### src/rtl/traffic_pkg.sv
// Shared definitions for the intersection controller and its down-counter.
package traffic_pkg;

   localparam int TW = 6;

   typedef enum logic [2:0] {
      NS_G   = 3'd0,
      NS_Y   = 3'd1,
      AR1    = 3'd2,
      EW_G   = 3'd3,
      EW_Y   = 3'd4,
      AR2    = 3'd5,
      FL_ON  = 3'd6,
      FL_OFF = 3'd7
   } phase_t;

   localparam logic [2:0] RED = 3'b100;
   localparam logic [2:0] YEL = 3'b010;
   localparam logic [2:0] GRN = 3'b001;
   localparam logic [2:0] OFF = 3'b000;

endpackage

### src/rtl/light_sequencer.sv
// Traffic phase sequencer: commands phase durations to the down-counter and
// advances when the returned count reaches zero.
//
//  state  | meaning
//  -------+--------------------------------------------
//  NS_G   | north-south green, east-west red
//  NS_Y   | north-south yellow, east-west red
//  AR1    | all-red clearance before east-west green
//  EW_G   | east-west green, north-south red
//  EW_Y   | east-west yellow, north-south red
//  AR2    | all-red clearance before north-south green
//  FL_ON  | night mode, both yellow
//  FL_OFF | night mode, both dark
module light_sequencer
   import traffic_pkg::*;
#(
   parameter int T_NS_GREEN  = 30,
   parameter int T_EW_GREEN  = 25,
   parameter int T_YELLOW    = 3,
   parameter int T_ALL_RED   = 2,
   parameter int T_FLASH_ON  = 4,
   parameter int T_FLASH_OFF = 5
) (
   input  logic          clk,
   input  logic          reset,
   input  logic          night,
   input  logic [TW-1:0] counter_value,
   output logic [TW-1:0] timer_value,
   output logic [2:0]    phase,
   output logic [2:0]    ns_light,
   output logic [2:0]    ew_light,
   output logic          phase_done
);

   // The counter only reloads when timer_value changes, so any two durations
   // that can follow each other must differ.
   localparam bit BAD_RANGE =
      (T_NS_GREEN  < 1) || (T_NS_GREEN  > 63) ||
      (T_EW_GREEN  < 1) || (T_EW_GREEN  > 63) ||
      (T_YELLOW    < 1) || (T_YELLOW    > 63) ||
      (T_ALL_RED   < 1) || (T_ALL_RED   > 63) ||
      (T_FLASH_ON  < 1) || (T_FLASH_ON  > 63) ||
      (T_FLASH_OFF < 1) || (T_FLASH_OFF > 63);

   localparam bit BAD_ADJACENT =
      (T_YELLOW == T_NS_GREEN) || (T_YELLOW == T_EW_GREEN) ||
      (T_YELLOW == T_ALL_RED) ||
      (T_ALL_RED == T_NS_GREEN) || (T_ALL_RED == T_EW_GREEN) ||
      (T_FLASH_ON == T_NS_GREEN) || (T_FLASH_ON == T_EW_GREEN) ||
      (T_FLASH_ON == T_YELLOW) || (T_FLASH_ON == T_ALL_RED) ||
      (T_FLASH_ON == T_FLASH_OFF) ||
      (T_FLASH_OFF == T_ALL_RED);

   if (BAD_RANGE) begin : g_bad_range
      $error("light_sequencer: every duration must be in 1..63");
   end

   if (BAD_ADJACENT) begin : g_bad_adjacent
      $error("light_sequencer: adjacent phase durations must differ");
   end

   phase_t        state;
   phase_t        succ;
   phase_t        state_nxt;
   logic [TW-1:0] dur_nxt;
   logic          armed;
   logic          advance;

   assign phase = state;

   // Next-phase selection, duration of that phase, and light decode.
   always_comb begin
      succ      = state;
      dur_nxt   = timer_value;
      ns_light  = OFF;
      ew_light  = OFF;
      advance   = armed && (counter_value == '0);

      case (state)
         NS_G: begin
            ns_light = GRN;
            ew_light = RED;
            succ     = night ? FL_ON : NS_Y;
         end
         NS_Y: begin
            ns_light = YEL;
            ew_light = RED;
            succ     = night ? FL_ON : AR1;
         end
         AR1: begin
            ns_light = RED;
            ew_light = RED;
            succ     = night ? FL_ON : EW_G;
         end
         EW_G: begin
            ns_light = RED;
            ew_light = GRN;
            succ     = night ? FL_ON : EW_Y;
         end
         EW_Y: begin
            ns_light = RED;
            ew_light = YEL;
            succ     = night ? FL_ON : AR2;
         end
         AR2: begin
            ns_light = RED;
            ew_light = RED;
            succ     = night ? FL_ON : NS_G;
         end
         FL_ON: begin
            ns_light = YEL;
            ew_light = YEL;
            succ     = FL_OFF;
         end
         FL_OFF: begin
            succ     = night ? FL_ON : AR2;
         end
         default: begin
            succ     = NS_G;
         end
      endcase

      case (succ)
         NS_G:    dur_nxt = TW'(T_NS_GREEN);
         NS_Y:    dur_nxt = TW'(T_YELLOW);
         AR1:     dur_nxt = TW'(T_ALL_RED);
         EW_G:    dur_nxt = TW'(T_EW_GREEN);
         EW_Y:    dur_nxt = TW'(T_YELLOW);
         AR2:     dur_nxt = TW'(T_ALL_RED);
         FL_ON:   dur_nxt = TW'(T_FLASH_ON);
         FL_OFF:  dur_nxt = TW'(T_FLASH_OFF);
         default: dur_nxt = TW'(T_NS_GREEN);
      endcase

      state_nxt = advance ? succ : state;
   end

   // Phase register; armed blocks a leftover zero from the previous phase
   // from advancing on the entry edge.
   always_ff @(posedge clk or posedge reset) begin
      if (reset) begin
         state       <= NS_G;
         timer_value <= TW'(T_NS_GREEN);
         armed       <= 1'b0;
         phase_done  <= 1'b0;
      end else begin
         state      <= state_nxt;
         phase_done <= advance;
         if (advance) begin
            timer_value <= dur_nxt;
            armed       <= 1'b0;
         end else begin
            armed       <= 1'b1;
         end
      end
   end

endmodule

### config.mk
export PLATFORM = sky130hd
export DESIGN_NAME = light_sequencer
export DESIGN_NICKNAME = d
export VERILOG_FILES = /design/src/rtl/traffic_pkg.sv /design/src/rtl/light_sequencer.sv
export SDC_FILE = /design/constraint.sdc
export NUM_CORES = 1
export LEC_CHECK = 0
export CAP_MARGIN = 30
export CORE_UTILIZATION = 35
export DETAILED_ROUTE_END_ITERATION = 10
export GPL_ROUTABILITY_DRIVEN = 0
export GPL_TIMING_DRIVEN = 0
export PLACE_DENSITY_LB_ADDON = 0.3
export SYNTH_ARGS = -nofsm -noshare
export SYNTH_HDL_FRONTEND = slang
export SYNTH_SLANG_ARGS = --single-unit
### constraint.sdc
create_clock -name clk -period 2.06 [get_ports clk]
set_clock_uncertainty 0.2 [all_clocks]
set_input_delay 0.206 -clock clk [delete_from_list [all_inputs] [get_ports clk]]
set_output_delay 0.206 -clock clk [all_outputs]
set_load 0.03 [all_outputs]
# ---- After elaboration in Yosys (flattened, before gate mapping)
# Memories as Yosys holds them, arrays and structs flattened. A register that Yosys moved wholly into a read port is not among the register bits.
# Cells that the tools add are included.
dict set report classes {
  n_eq_ne 7
  muxes 10
  reduce_logical 8
}
# cell n
set ops {}
lappend ops {{$pmux W3 S7} 1}
lappend ops {{$pmux W3 S3} 2}
lappend ops {{$eq A3 B3 Y1 const B} 4}
lappend ops {{$mux W3} 4}
lappend ops {{$reduce_or A4 Y1} 2}
lappend ops {{$eq A3 B2 Y1 const B} 2}
lappend ops {{$logic_not A6 Y1} 1}
lappend ops {{$reduce_or A2 Y1} 3}
lappend ops {{$mux W2} 2}
lappend ops {{$eq A3 B1 Y1 const B} 1}
lappend ops {{$logic_not A3 Y1} 1}
lappend ops {{$logic_and A1 B1 Y1} 1}
lappend ops {{$mux W1} 1}
dict set report totals {
  ff_bits 11
  romBits 40
  in_bits 9
  output_inout_bits 16
  wordCells 30
  mem_count 1
}
# name words word_bits read_ports rd_ports_with_merged_regs write_ports line
set memory_table {}
lappend memory_table {{(name not given)} 8 5 1 1 0 light_sequencer.sv:123} ;# case (succ)

# ---- Depth between registers and ports, before layout
# Gate-level depths: netlist of the first run.
dict set report logic_depth {
  depth_word 3
  depth_mapped 7
  depth_no_buf 6
}

# ---- Worst setup path before layout of the first run
# No wires, ideal clock.
dict set report synth_timing {
  path_kind {flip-flop to flip-flop}
  from {register state[2], in the netlist phase[2]}
  to {register timer_value[2]}
  setup_ns 0.085
  arrival_ns 1.863
  slack_ns -0.088
  stages_incl_launch_ff 8
  n_path_buf 1
  path_cell_list {dfrtp_1 > buf_2 > or3b_1 > and3_4 > ha_1 > mux2i_1 > o211ai_1 > mux2_1}
}
dict set report synth_via {
  elab_chain_len 3
  elab_cells_between_ends 10
  classes_between {eq/ne (7); mux (1); reduce/logical (2)}
}
# item line
set synth_lines {}
lappend synth_lines {{start: declaration} light_sequencer.sv:62} ;# phase_t state;
lappend synth_lines {{start signal: assignment} light_sequencer.sv:147} ;# state <= state_nxt;
lappend synth_lines {{$eq A3 B3 Y1} light_sequencer.sv:79} ;# case (state)
lappend synth_lines {{$reduce_or A2 Y1 (no line)} -}
lappend synth_lines {{$pmux W3 S7 (*)} light_sequencer.sv:79}
lappend synth_lines {{end: declaration} light_sequencer.sv:28} ;# output logic [TW-1:0] timer_value,
# Mark *: on every way between the ends. The rest lies on a longest branch, timed or not.
# A chain may end at the register's enable or synchronous reset.

# ---- Final worst setup path of the first run
dict set report layout_timing {
  from {register state[0], in the netlist phase[0]}
  to {output port ew_light[2]}
}
dict set report layout_via {
  elab_chain_len 3
  elab_cells_between_ends 10
  classes_between {eq/ne (6); mux (1); reduce/logical (3)}
}
# item line
set layout_lines {}
lappend layout_lines {{$eq A3 B3 Y1 (tied with other cells)} light_sequencer.sv:79}
lappend layout_lines {{$reduce_or A4 Y1 (no line) or $reduce_or A2 Y1 (tied branches)} -}
lappend layout_lines {{$pmux W3 S3 (*)} light_sequencer.sv:79}
lappend layout_lines {{end: declaration} light_sequencer.sv:31} ;# output logic [2:0] ew_light,
# Marks and branches as above.

==> impl_metrics.py, run 1 <==
metrics = {
    "clocking": {
        "clk_latency_ps": 260,
        "cts.clk_slew.worst_paths_ps": 60,
        "cts_max_level": 1,
        "cts.sinks": 9,
        "clockBufferDepth": 2,
        "cts_root_buffer": "clkbuf_4",
        "cts_tree": "built",
        "cts-buffers-inserted": 3,
        "cts_hold_buf": 0,
    },
    "die": {
        "dieArea_sq_um": 1706,
        "initial_core_util_pct": 39.56,
        "dieWidth_um": 41.30,
        "core_area_sq_um": 1366,
        "pin_count": 25,
        "rows": 13,
        "die_h_um": 41.30,
    },
    "setup_path": {
        "worstPathMaxFanout": 10,
        "endpoint": "ew_light[2]",
        "path_class": "flip-flop to output port",
        "crit_chain": "buf_2 > mux2i_1 > dlygate4sd2_1",
        "required_ps": 1650,
        "critPathSlowestCell": "dlygate4sd2_1",
        "reg2reg_from": "phase[1]",
        "crit_cells": 3,
        "crit_start": "phase[0]",
        "crit_path_start_kind": "flip-flop",
        "cp.arrival_ps": 1620,
        "crit_buf_inv": 2,
        "max_stage_delay_ps": 440,
        "r2r_cells": 7,
        "timing.rr.end": "timer_value[2]",
        "r2r_slack_ps": 90,
        "worst_setup_path_end_kind": "output port",
        "cp_top_family": "buffers and inverters",
    },
    "cells_and_area": {
        "multi_input_area_sq_um": 265.3,
        "fin_cells": 95,
        "drive_gt1_share_pct": 27.50,
        "fin_nets": 91,
        "syn2layout_area_growth_pct": 55.56,
        "seq_area_sq_um": 231.5,
        "n_fill_cell": 134,
        "antennaDiodeCount": 0,
    },
    "sta": {
        "timing.fmax_mhz": 493.9,
        "fin_crit_ps": 2025,
        "fin_ws_ps": 35.46,
        "setup_viol": 0,
        "hold_viol_final": 0,
        "slew_viol_final": 0,
        "setup_tns_ps": 0,
        "period_share_pct": 98.28,
    },
    "placed_design": {
        "dp_cells": 89,
        "pre_cts_slack_ps": -32.57,
        "dp_hpwl_um": 814.6,
        "port_buffers": 23,
    },
    "detailed_routing": {
        "drc": 0,
        "via_per_inst": 5.032,
        "drt-total-wl_um": 1221,
        "postRouteAntennaNets": 0,
        "wl_per_cell_um": 12.85,
        "dr.pass1.iters": 4,
        "drt_first_iter_violations": 11,
        "via_count": 478,
    },
    "power_and_ir_drop": {
        "ir_drop_mv": 0.5409,
        "p_per_area_nw_per_um2": 1061,
        "leakagePower_nw": 0.4228,
        "p_total_mw": 0.8917,
    },
    "logic_synthesis": {
        "syn_avg_cell_area_sq_um": 10.60,
        "ys_top_cells_by_area": "dfrtp_1 (28%), dfstp_2 (15%), mux2i_1 (5.6%)",
        "synth.distinct_cells": 31,
        "yosys_warnings": 0,
        "ys_ff_latch": 9,
        "synth.top_cell.area_share_pct": 27.78,
        "netlist_area_sq_um": 540.5,
        "synth_fp_nets": 61,
        "synth_commonest_cells": "dfrtp_1 (6), inv_1 (6)",
        "async_flop_share_pct": 100.0,
        "synth_ff_type": "dfrtp_1",
        "synth_largest_area_cell": "dfrtp_1",
        "syn_inst": 51,
        "seq_area_frac_synth_pct": 42.36,
        "synth_edf_count": 0,
    },
    "global_routing": {
        "grt_start_max_net_pins": 11,
        "grt_pass1_wl_um": 1711,
        "track_usage_pct": 15.51,
        "antenna_found_initial": 0,
        "grt_pass1_vias": 429,
        "grt_overflow": 0,
    },
    "status": {
        "status": "completed",
    },
    "worst_hold_path": {
        "worst_hold_path_type": "input pin to async pin",
    },
    "run": {
        "maxCapViolations": 0,
    },
}
==> placed cells by master (no fill, tap or decap), types with 2 or more instances in the layout <==
master	n
buf_4	5
inv_1	6
clkdlybuf4s50_1	17
dfrtp_2	2
dfstp_2	3
a21oi_1	3
dfrtp_1	4
mux2i_1	3
clkbuf_4	3
dlygate4sd2_1	4
==> how the worst min path moves through the flow <==
stage | start | end | slack [ps] | cells after the start
6_report | reset | phase[0] | 9 | 2
4_1_cts | reset | phase[0] | 10 | 2
3_5_place_dp | timer_value[3] | timer_value[3] | 280 | 1
2_1_floorplan | reset | armed | -170 | 1
3_3_place_gp | reset | phase_done | 280 | 2
5_1_grt | reset | timer_value[0] | 60 | 2
==> layout make-up <==
class | instances | area share (%)
repair buffers | 26 | 29.17
clock buffers | 4 | 3.125
plain buffers | 4 | 3.720
multi-input cells | 31 | 31.55
inverters | 6 | 2.679
flip-flops and latches | 9 | 27.53
well taps | 15 | 2.232
==> report_power, final <==
group          internal, mW  leakage (nW)  switching, mW  total, mW
clock                0.0745        0.0150         0.0599      0.134
sequential            0.223        0.0960         0.0275      0.251
combinational         0.220         0.312          0.287      0.507
==> routing by layer <==
layer | vias up | track usage [%] | part of all wire [%]
met5 | - | 0 | 0
met1 | 223 | 18.79 | 42
li1 | 236 | - | -
met4 | 0 | 8.871 | 0
met3 | 0 | 1.596 | 6.5
met2 | 19 | 26.56 | 51
==> worst register-to-register path: stages, from the launching register on <==
cell and delay (ps):
dfrtp_2 370, buf_6 140, nand2_1 90, maj3_1 390, ha_2 200, mux2i_1 120, o211ai_1 110, mux2_4 280
==> sequential cells by signal (all words and copies together), names as in the netlist <==
| name | count |
|---|---|
| armed | 1 |
| phase | 3 |
| phase_done | 1 |
| timer_value | 4 |
==> metrics by stage <==
stage / util (%) / cell area, sq um / hold slack, ps
after global placement: 58.88 / 804.5 / 283.9
final: 61.54 / 840.8 / 9.239
after detailed placement: 58.88 / 804.5 / 279.6
after floorplan: - / 555.5 / -168.4
after global routing: 61.54 / 840.8 / 60.81
after CTS: 60.44 / 825.8 / 13.16
==> repair_timing <==
action                                 4_1_cts  5_1_grt
setup endpoints to repair                    5        3
resized for setup                            6        6
pin swaps                                    0        2
buffers inserted                             0        3
endpoints found under the hold margin        0        0
==> cells by family (layout without fill, tap and decap cells) <==
logic type,count (synthesis),in the layout,synth area share (%)
AOI/OAI and AO/OA,10,10,12.50
xor gates and xnor gates,1,1,1.621
adders and majority gates,2,2,4.166
buffers and inverters,11,40,9.720
DFF,9,9,42.36
muxes,5,5,9.722
other,1,1,0.6938
and+or+nand+nor,12,12,19.21
No activity file was read; power rests on OpenSTA's default activity.
==> run 2: changes to the inputs <==
- CORE_AREA: not set -> 2 2 39 41
- CORE_UTILIZATION: 35 -> not set
- DIE_AREA: not set -> 0 0 41 43
- clock period: 2.06 -> 2.4 ns (I/O delays scaled with it)
==> run 2 against run 1 <==
Effect of this change:
- routed wire length shrank 14%
- non-clock buffer count shrank 2
- total power shrank 15%
- sequential cell count is the same
- register-to-register slack gained 240 ps
- combinational power shrank 15%
- die area grew 3.4%
- clock power shrank 13%
- final area shrank 2.5%
- clock-buffer cell count is the same
- critical endpoint unchanged
==> impl_metrics.py, run 2 (same netlist as run 1, synthesis figures left out) <==
metrics = {
    "clocking": {
        "cts_hold_buf": 0,
        "post_cts_resized": 0,
        "cts_setup_buffers": 0,
        "cts_max_level": 1,
        "clockBufferDepth": 2,
        "cts-buffers-inserted": 3,
        "cts_root_buffer": "clkbuf_4",
        "cts.sinks": 9,
        "clk_latency_ps": 260,
        "cts_tree": "built",
        "cts.clk_slew.worst_paths_ps": 60,
    },
    "placed_design": {
        "placed_area_sq_um": 790.8,
        "pre_cts_slack_ps": 303.3,
        "port_buffers": 23,
        "dp_hpwl_um": 836.3,
    },
    "setup_path": {
        "crit_chain": "buf_2 > mux2i_1 > clkdlybuf4s50_1",
        "path_class": "flip-flop to output port",
        "crit_buf_inv": 2,
        "critPathSlowestCell": "clkdlybuf4s50_1",
        "required_ps": 1960,
        "cp.arrival_ps": 1880,
        "cp_top_family": "buffers and inverters",
        "crit_path_start_kind": "flip-flop",
        "worstPathMaxFanout": 10,
        "max_stage_delay_ps": 720,
        "worst_setup_path_end_kind": "output port",
    },
    "sta": {
        "slew_viol_final": 0,
        "fin_ws_ps": 79.76,
        "period_share_pct": 96.68,
        "fin_crit_ps": 2320,
        "timing.fmax_mhz": 431.0,
        "setup_tns_ps": 0,
        "setup_viol": 0,
        "hold_viol_final": 0,
        "rsz0062_at_grt": "false",
    },
    "detailed_routing": {
        "postRouteAntennaNets": 0,
        "drt-total-wl_um": 1056,
        "via_per_inst": 4.947,
        "dr.pass1.iters": 4,
        "drt_first_iter_violations": 2,
        "drc": 0,
        "wl_per_cell_um": 11.23,
        "via_count": 465,
    },
    "global_routing": {
        "grt_pass1_vias": 414,
        "antenna_found_initial": 0,
        "grt_overflow": 0,
        "grt_pass1_wl_um": 1766,
        "grt_start_max_net_pins": 11,
        "track_usage_pct": 14.81,
    },
    "die": {
        "die_h_um": 43,
        "dieArea_sq_um": 1763,
        "dieWidth_um": 41,
        "initial_core_util_pct": 39.06,
        "rows": 14,
        "core_area_sq_um": 1384,
        "pin_count": 25,
    },
    "worst_hold_path": {
        "worst_hold_path_type": "input pin to async pin",
    },
    "run": {
        "maxCapViolations": 0,
    },
    "cells_and_area": {
        "top_register": "timer_value",
        "stdcell_area_sq_um": 819.5,
        "largest_reg_flops": 4,
        "antennaDiodeCount": 0,
        "drive_gt1_share_pct": 19.23,
        "final_cell_mix": "clkdlybuf4s50_1 (22), inv_1 (6), dfrtp_1 (6)",
        "syn2layout_area_growth_pct": 51.62,
        "fin_nets": 89,
        "final_core_util_pct": 59.22,
        "final_common_cell": "clkdlybuf4s50_1",
    },
    "power_and_ir_drop": {
        "ir_drop_mv": 0.4387,
        "leakagePower_nw": 0.3981,
        "p_total_mw": 0.7549,
        "p_per_area_nw_per_um2": 921.2,
    },
    "status": {
        "status": "completed",
    },
}
==> run 2: final cells by class <==
cell class	instances	area, sq um
Buffer	5	30.03
Clock buffer	4	26.28
Fill cell	124	564.3
Inverter	6	22.52
Multi-Input combinational cell	31	259.0
Sequential cell	9	229.0
Tap cell	16	20.02
Timing Repair Buffer	23	232.7
==> run 2: worst paths after layout <==
| path | start | endpoint | slack, ps | cells after the start |
|---|---|---|---|---|
| setup / recovery | phase[0] | ew_light[2] | 80 | 3 |
| hold / removal | reset | phase[2] | 30 | 2 |
| setup reg to reg | phase[2] | timer_value[2] | 330 | 7 |
| hold reg to reg | timer_value[3] | timer_value[3] | 300 | 1 |
| max in group asynchronous | reset | timer_value[1] | 1670 | 2 |
| min in group clk | timer_value[3] | timer_value[3] | 300 | 1 |
==> run 2: power by group <==
part / switching [mW] / internal, mW
clock network: 0.0532 / 0.0641
logic: 0.243 / 0.188
registers: 0.0170 / 0.190
total: 0.313 / 0.442
==> run 2: layer usage <==
| layer | GRT usage [%] | part of all wire (%) |
|---|---|---|
| met3 | 4.712 | 5.2 |
| met1 | 19.93 | 46 |
| met2 | 20.31 | 46 |
| met5 | 0 | 0 |
| met4 | 8.000 | 2.2 |
==> run 2: through the flow <==
step | std cells | hold slack (ps)
global placement | 90 | 287.2
detailed placement | 90 | 296.4
global route | 94 | 99.01
finish | 94 | 32.83
CTS | 94 | 45.98
floorplan | 51 | -134.2
